**config.mk**
```make
export PLATFORM = sky130hd
export DESIGN_NAME = pipe_stage_reg
export DESIGN_NICKNAME = d
export VERILOG_FILES = /design/src/rtl/pipe_stage_reg_pkg.sv /design/src/rtl/pipe_skid_buf.sv /design/src/rtl/pipe_stage_reg.sv
export SDC_FILE = /design/constraint.sdc
export NUM_CORES = 1
export LEC_CHECK = 0
export BUFFER_PORTS_ARGS = -buffer_cell sky130_fd_sc_hd__buf_4
export CAP_MARGIN = 20
export CORE_MARGIN = 5
export CORE_UTILIZATION = 35
export CTS_CLUSTER_DIAMETER = 100
export DETAILED_ROUTE_END_ITERATION = 6
export PLACE_DENSITY = 0.66
export SLEW_MARGIN = 20
export SYNTH_ARGS = -nofsm -noshare
export SYNTH_HDL_FRONTEND = slang
export SYNTH_SLANG_ARGS = --single-unit
export TNS_END_PERCENT = 20
```
**constraint.sdc**
```tcl
create_clock -name clk -period 3.1 [get_ports clk]
set_input_delay 0.62 -clock clk [delete_from_list [all_inputs] [get_ports clk]]
set_output_delay 0.62 -clock clk [all_outputs]
set_load 0.05 [all_outputs]
```
**src/rtl/pipe_stage_reg_pkg.sv**
```systemverilog
// Shared constants and helpers for the parameterised inter-stage pipeline register.
package pipe_stage_reg_pkg;

  localparam int   PIPE_MODE_STALL = 0;
  localparam int   PIPE_MODE_HS    = 1;

  localparam logic RST_ENABLE = 1'b1;
  localparam logic STOP       = 1'b1;

  typedef enum logic [1:0] {
    ACT_LOAD,
    ACT_BUBBLE,
    ACT_HOLD
  } stall_act_e;

  // This stage stalled with the next one running means a bubble must be injected downstream.
  function automatic stall_act_e stall_decode(input logic s, input logic n);
    if (s != STOP)      return ACT_LOAD;
    else if (n != STOP) return ACT_BUBBLE;
    else                return ACT_HOLD;
  endfunction

endpackage

```
**src/rtl/pipe_skid_buf.sv**
```systemverilog
// One-entry skid storage with its full flag, used by the elastic handshake mode.
module pipe_skid_buf
  import pipe_stage_reg_pkg::*;
#(
  parameter int DATA_W = 128,
  parameter int SIDE_W = 1
) (
  input  logic              clk,
  input  logic              rst,
  input  logic              clear,
  input  logic              capture,
  input  logic              drain,
  input  logic [DATA_W-1:0] in_data,
  input  logic [SIDE_W-1:0] in_side,
  output logic              full,
  output logic [DATA_W-1:0] data,
  output logic [SIDE_W-1:0] side
);

  always_ff @(posedge clk) begin
    if (rst == RST_ENABLE || clear) begin
      full <= 1'b0;
    end else if (capture) begin
      full <= 1'b1;
    end else if (drain) begin
      full <= 1'b0;
    end
  end

  // Payload needs no reset; it is only observed while full is set.
  always_ff @(posedge clk) begin
    if (capture && !clear) begin
      data <= in_data;
      side <= in_side;
    end
  end

endmodule

```
**src/rtl/pipe_stage_reg.sv**
```systemverilog
// Generic inter-stage pipeline register: stall-vector control or valid/ready with a skid entry.
module pipe_stage_reg
  import pipe_stage_reg_pkg::*;
#(
  parameter int                DATA_W    = 128,
  parameter int                SIDE_W    = 1,
  parameter logic [DATA_W-1:0] NOP_VALUE = '0,
  parameter int                MODE      = PIPE_MODE_STALL,
  parameter int                STALL_W   = 6,
  parameter int                STALL_IDX = 2,
  parameter int                CNT_W     = 16
) (
  input  logic               clk,
  input  logic               rst,
  input  logic               flush,
  input  logic [STALL_W-1:0] stall,
  input  logic [DATA_W-1:0]  in_data,
  input  logic [SIDE_W-1:0]  in_side,
  input  logic               in_valid,
  output logic               in_ready,
  output logic [DATA_W-1:0]  out_data,
  output logic [SIDE_W-1:0]  out_side,
  output logic               out_valid,
  input  logic               out_ready,
  output logic [CNT_W-1:0]   bubble_cnt
);

  logic              skid_full;
  logic              adv;
  logic              bub;
  logic              cnt_inc;
  logic [DATA_W-1:0] nxt_data;
  logic [SIDE_W-1:0] nxt_side;

  // Each mode ignores some inputs; fold them here so lint sees them consumed.
  logic unused_ok;
  assign unused_ok = ^{stall, in_valid, out_ready};

  generate
    if (MODE == PIPE_MODE_HS) begin : g_hs
      logic              load;
      logic              skid_capture;
      logic              skid_drain;
      logic [DATA_W-1:0] skid_data;
      logic [SIDE_W-1:0] skid_side;

      pipe_skid_buf #(
        .DATA_W (DATA_W),
        .SIDE_W (SIDE_W)
      ) u_skid (
        .clk     (clk),
        .rst     (rst),
        .clear   (flush),
        .capture (skid_capture),
        .drain   (skid_drain),
        .in_data (in_data),
        .in_side (in_side),
        .full    (skid_full),
        .data    (skid_data),
        .side    (skid_side)
      );

      // in_ready is low only while the skid holds an entry, so a load never competes with upstream.
      always_comb begin
        load         = !out_valid || out_ready;
        skid_capture = in_valid && in_ready && out_valid && !out_ready;
        skid_drain   = load && skid_full;
        adv          = load && (skid_full || in_valid);
        bub          = load && !adv;
        nxt_data     = skid_full ? skid_data : in_data;
        nxt_side     = skid_full ? skid_side : in_side;
        cnt_inc      = !out_valid && out_ready;
      end
    end else begin : g_stall
      stall_act_e act;

      assign skid_full = 1'b0;

      always_comb begin
        act      = stall_decode(stall[STALL_IDX], stall[STALL_IDX+1]);
        adv      = (act == ACT_LOAD);
        bub      = (act == ACT_BUBBLE);
        cnt_inc  = bub;
        nxt_data = in_data;
        nxt_side = in_side;
      end
    end
  endgenerate

  assign in_ready = !skid_full;

  always_ff @(posedge clk) begin
    if (rst == RST_ENABLE) begin
      out_data   <= NOP_VALUE;
      out_side   <= '0;
      out_valid  <= 1'b0;
      bubble_cnt <= '0;
    end else if (flush) begin
      out_data  <= NOP_VALUE;
      out_valid <= 1'b0;
    end else begin
      if (adv) begin
        out_data  <= nxt_data;
        out_side  <= nxt_side;
        out_valid <= 1'b1;
      end else if (bub) begin
        out_data  <= NOP_VALUE;
        out_valid <= 1'b0;
      end
      if (cnt_inc && bubble_cnt != '1) begin
        bubble_cnt <= bubble_cnt + 1'b1;
      end
    end
  end

endmodule

```
; Yosys cells after proc, flatten, opt, wreduce, memory -nomap -nowiden
; Cells that the tools add are included.
[op_classes]
addsub = 1
reduce_logical = 6
n_bitwise = 1
mux = 6
eq_ne = 2
[ops]
columns = op, n
row1 = 128-bit two-way mux, 2
row2 = 16-bit by 1-bit adder with 16-bit output (second input constant), 1
row3 = 16-bit inequality test (second input constant), 1
row4 = 2-bit two-way mux, 2
row5 = 2-bit AND reduction, 2
row6 = 2-bit by 1-bit == test with 1-bit output (second input constant), 1
row7 = 2-bit logical NOT, 1
row8 = 1-bit two-way mux, 2
row9 = 2-bit nonzero test, 1
row10 = 2-bit OR reduction, 1
row11 = 1-bit logical AND, 1
row12 = 1-bit inverter, 1
[word_totals]
register_bits = 146
wordCells = 20
in_bits = 140

; Logic depth before layout (Yosys ltp)
[depth]
depth_word = 5
depth_mapped = 7

; Worst setup path after synthesis
; OpenSTA, ideal clock, no wires.
[synth_timing]
path_kind = reg2reg
from = register bubble_cnt[0]
to = register bubble_cnt[11]
period_less_slack_ns = 2.029
stages_incl_launch_ff = 8
arrival_time_ns = 1.958
required_time_ns = 3.030
setup_slack_ns = 1.071
cell_sequence = dfxtp_1 ha_1 nand4_1 o41ai_4 buf_6 buf_6 o31ai_1 a21oi_1
[synth_between]
elab_chain_cells = 3
word_cells_on_any_way = 4
[synth_rtl]
columns = item, line
row1 = from (decl), pipe_stage_reg.sv:25  ; output logic [CNT_W-1:0] bubble_cnt
row2 = from (signal assigned), pipe_stage_reg.sv:111  ; bubble_cnt <= bubble_cnt + 1'b1;
row3 = branches (longest 3 deep; another with 16-bit by 1-bit adder with 16-bit output), -
; Several ways; the timed one is not identified.
; A chain may end at the register's enable or synchronous reset.

; Worst setup path after layout
[layout_timing]
from = register bubble_cnt[0]
to = register bubble_cnt[7]
; The elaborated chain is that of the path after synthesis.

==> results.toml <==
[worst_setup_path]
slowest_stage = "o41ai_4"
cp_top_family = "compound AO/OA/AOI/OAI gates"
critPathCaptureType = "flip-flop"
worstPathArrival_ns = 2.42
crit_fanout = 22
start_kind = "flip-flop"
cp.required_ns = 3.39
crit_type = "flip-flop to flip-flop"
crit_buf_inv = 0
worstPathCellList = "ha_1, nand4_1, o41ai_4, or4_1, a21oi_1"
crit_path_max_incr_delay_ns = 0.92

[placed_design]
placed_cell_area_um2 = 7996
dp_hpwl_um = 11870
io_buffers = 279
place_congestion = 0.7786
place_ws_ns = 0.9273

[floorplan]
dieArea_um2 = 19290
die_w_um = 138.9
io_pins = 287
die_h_um = 138.9
initial_utilization = 0.3532
row_count = 47
core_area_um2 = 16470

[routing]
drc = 0
vias = 5569
drt_wl_total_um = 17810
wire_per_inst_um = 15.48
firstDrtPassIters = 4
ant_nets = 0
drtIter0Drc = 243
viasPerCell = 4.843

[logic_synthesis]
synth_fp_nets = 818
synth_area_um2 = 5816
avgSynthCellArea_um2 = 8.590
synth_edf_count = 0
yosys.cell_types.count = 33
synthFlopType = "dfxtp_1"
synthCells = 677
yosysTopAreaCellShare = 0.5026
ys_seq_elements = 146
yosys_warnings = 0
async_flop_share = 0
yosys-top-cells-area = "dfxtp_1 (50%), nand2b_1 (14%), a21oi_1 (12%)"
yosysTopAreaCell = "dfxtp_1"
ys_seq_area_frac = 0.5026

[timing]
rsz0062_at_grt = "false"
fin_worst_skew_ns = 0.004158
fin_crit_ns = 2.130
finalSetupViolCount = 0
slew_headroom = 0.2826
fin_crit_sh = 0.6870
fmax_mhz = 469.6
hold_viol_final = 0
setup_slack_ns = 0.9704
worst_pin_slew_ns = 1.076
tns_ns = 0
finalMaxSlewViolations = 0

[clocking]
insertion_delay_ns = 0.41
ctsResizeCount = 0
clockRootBuffer = "clkbuf_16"
cts.reportedPaths.clkPinSlew_ns = 0.06
cts_buffer_depth = 2
cts_max_level = 4
cts_tree = "built"
post-cts-setup-buffers = 0
cts_inserted_buffers = 17
ctsHoldBuffers = 0
cts_sinks = 146

[finish]
layout.nets = 1058
area_delta_synth_final_pct = 48.13
antennaDiodeCount = 0
drive_gt1_frac = 0.3441
fin_area_um2 = 8615

[global_routing]
globalRouteTotalUtil = 0.1752
grt_start_max_net_pins = 260
grt_overflow = 0
grt_pass1_wl_um = 27750
grt_pass1_vias = 5214
antenna_found_initial = 0

[power_and_ir_drop]
power_density_nw_per_um2 = 548.5
leakage_nw = 3.561
vdd_drop_max_v = 0.0003462
power_w = 0.004725

[flow_run]
maxCapViolations = 0

[worst_hold_path]
holdCritPathClass = "input pin to flip-flop"

[run_status]
status = "finished, final reports clean"
[synthesized netlist by cell type (all sizes together), types with 2 or more instances]
cell / instances
nor2: 2
clkbuf: 45
and3: 3
dfxtp: 146
nand4: 6
or3: 6
nand2: 7
a21oi: 145
o41ai: 2
or4: 8
o31ai: 7
nand2b: 129
buf: 18
o21ai: 8
nand3: 133
[state kept, by name, indices dropped and copies added (netlist names)]
register / flops
bubble_cnt: 16
out_data: 128
out_side: 1
out_valid: 1
[per-layer routing]
| layer | GRT usage | wire length (um) | part of all wire | vias to the layer above |
|---|---|---|---|---|
| li1 | - | - | - | 2826 |
| met1 | 0.2057 | 7224 | 0.41 | 2528 |
| met2 | 0.2884 | 8736 | 0.49 | 190 |
| met3 | 0.07069 | 1496 | 0.084 | 25 |
| met4 | 0.06540 | 350 | 0.020 | 0 |
| met5 | 0 | 0 | 0 | - |
[worst register-to-register path, cell delays in order, from the launching register on]
cell,delay [ns]
dfxtp_1,0.38
ha_1,0.23
nand4_1,0.19
o41ai_4,0.92
or4_1,0.21
a21oi_1,0.07
[cells in the final DEF (no fill, tap or decap), drive strengths merged]
cell type,count
nand3,133
or2,1
and2b,1
o31ai,7
nand4,6
nand4b,1
clkbuf,18
and4,1
a21oi,145
and3,3
clkinv,7
xor2,1
conb,1
o41ai,2
nand2b,129
or3,6
clkinvlp,3
nand2,7
o2111ai,1
nor3b,1
nor2,2
inv,1
and3b,1
or4,8
o21ai,8
dfxtp,146
bufinv,4
nor3,1
buf,284
ha,1
[cell families (layout without fill, tap and decap cells)]
| group | Yosys count | in the layout | synth area share |
|---|---|---|---|
| flip-flops | 146 | 146 | 0.5026 |
| adder cells (fa/ha/maj) | 1 | 1 | 0.002151 |
| AO/OA/AOI/OAI | 163 | 163 | 0.1485 |
| other | 1 | 1 | 0.0006448 |
| XOR/XNOR | 1 | 1 | 0.001506 |
| buffers and inverters | 64 | 317 | 0.04712 |
| AND/OR/NAND/NOR | 301 | 301 | 0.2975 |
[area by class of cell]
type / count / area [um^2]
inverter: 1 / 3.754
clock inverter: 14 / 188.9
sequential: 146 / 2923
timing repair buffer: 284 / 2173
fill: 1641 / 7851
clock buffer: 18 / 429.2
tap: 220 / 275.3
multi-input combinational: 467 / 2621
[power by group]
| part | switching (W) | leakage [nW] | total (W) | internal [W] |
|---|---|---|---|---|
| registers | 0.0000249 | 1.19 | 0.00195 | 0.00193 |
| clock network | 0.000812 | 0.296 | 0.00216 | 0.00134 |
| logic | 0.000373 | 2.08 | 0.000616 | 0.000243 |
| total | 0.00121 | 3.56 | 0.00472 | 0.00351 |
[through the flow]
stage	util	hold WS (ns)	std cells
4_1_cts	0.5232	0.4344	1150
5_1_grt	0.5232	0.4467	1150
3_3_place_gp	0.4856	0.4451	1118
3_5_place_dp	0.4856	0.4585	1118
6_report	0.5232	0.4519	1150
2_1_floorplan	-	0.6755	677
[path summary, 6_finish.rpt]
| check | from | slack, ns | cells past startpoint | to |
|---|---|---|---|---|
| setup / recovery | bubble_cnt[0] | 0.97 | 5 | bubble_cnt[7] |
| hold / removal | in_side | 0.45 | 3 | out_side |
| setup reg to reg | bubble_cnt[0] | 0.97 | 5 | bubble_cnt[7] |
| hold reg to reg | out_data[86] | 0.46 | 2 | out_data[86] |
No activity file was read; power rests on OpenSTA's default activity.
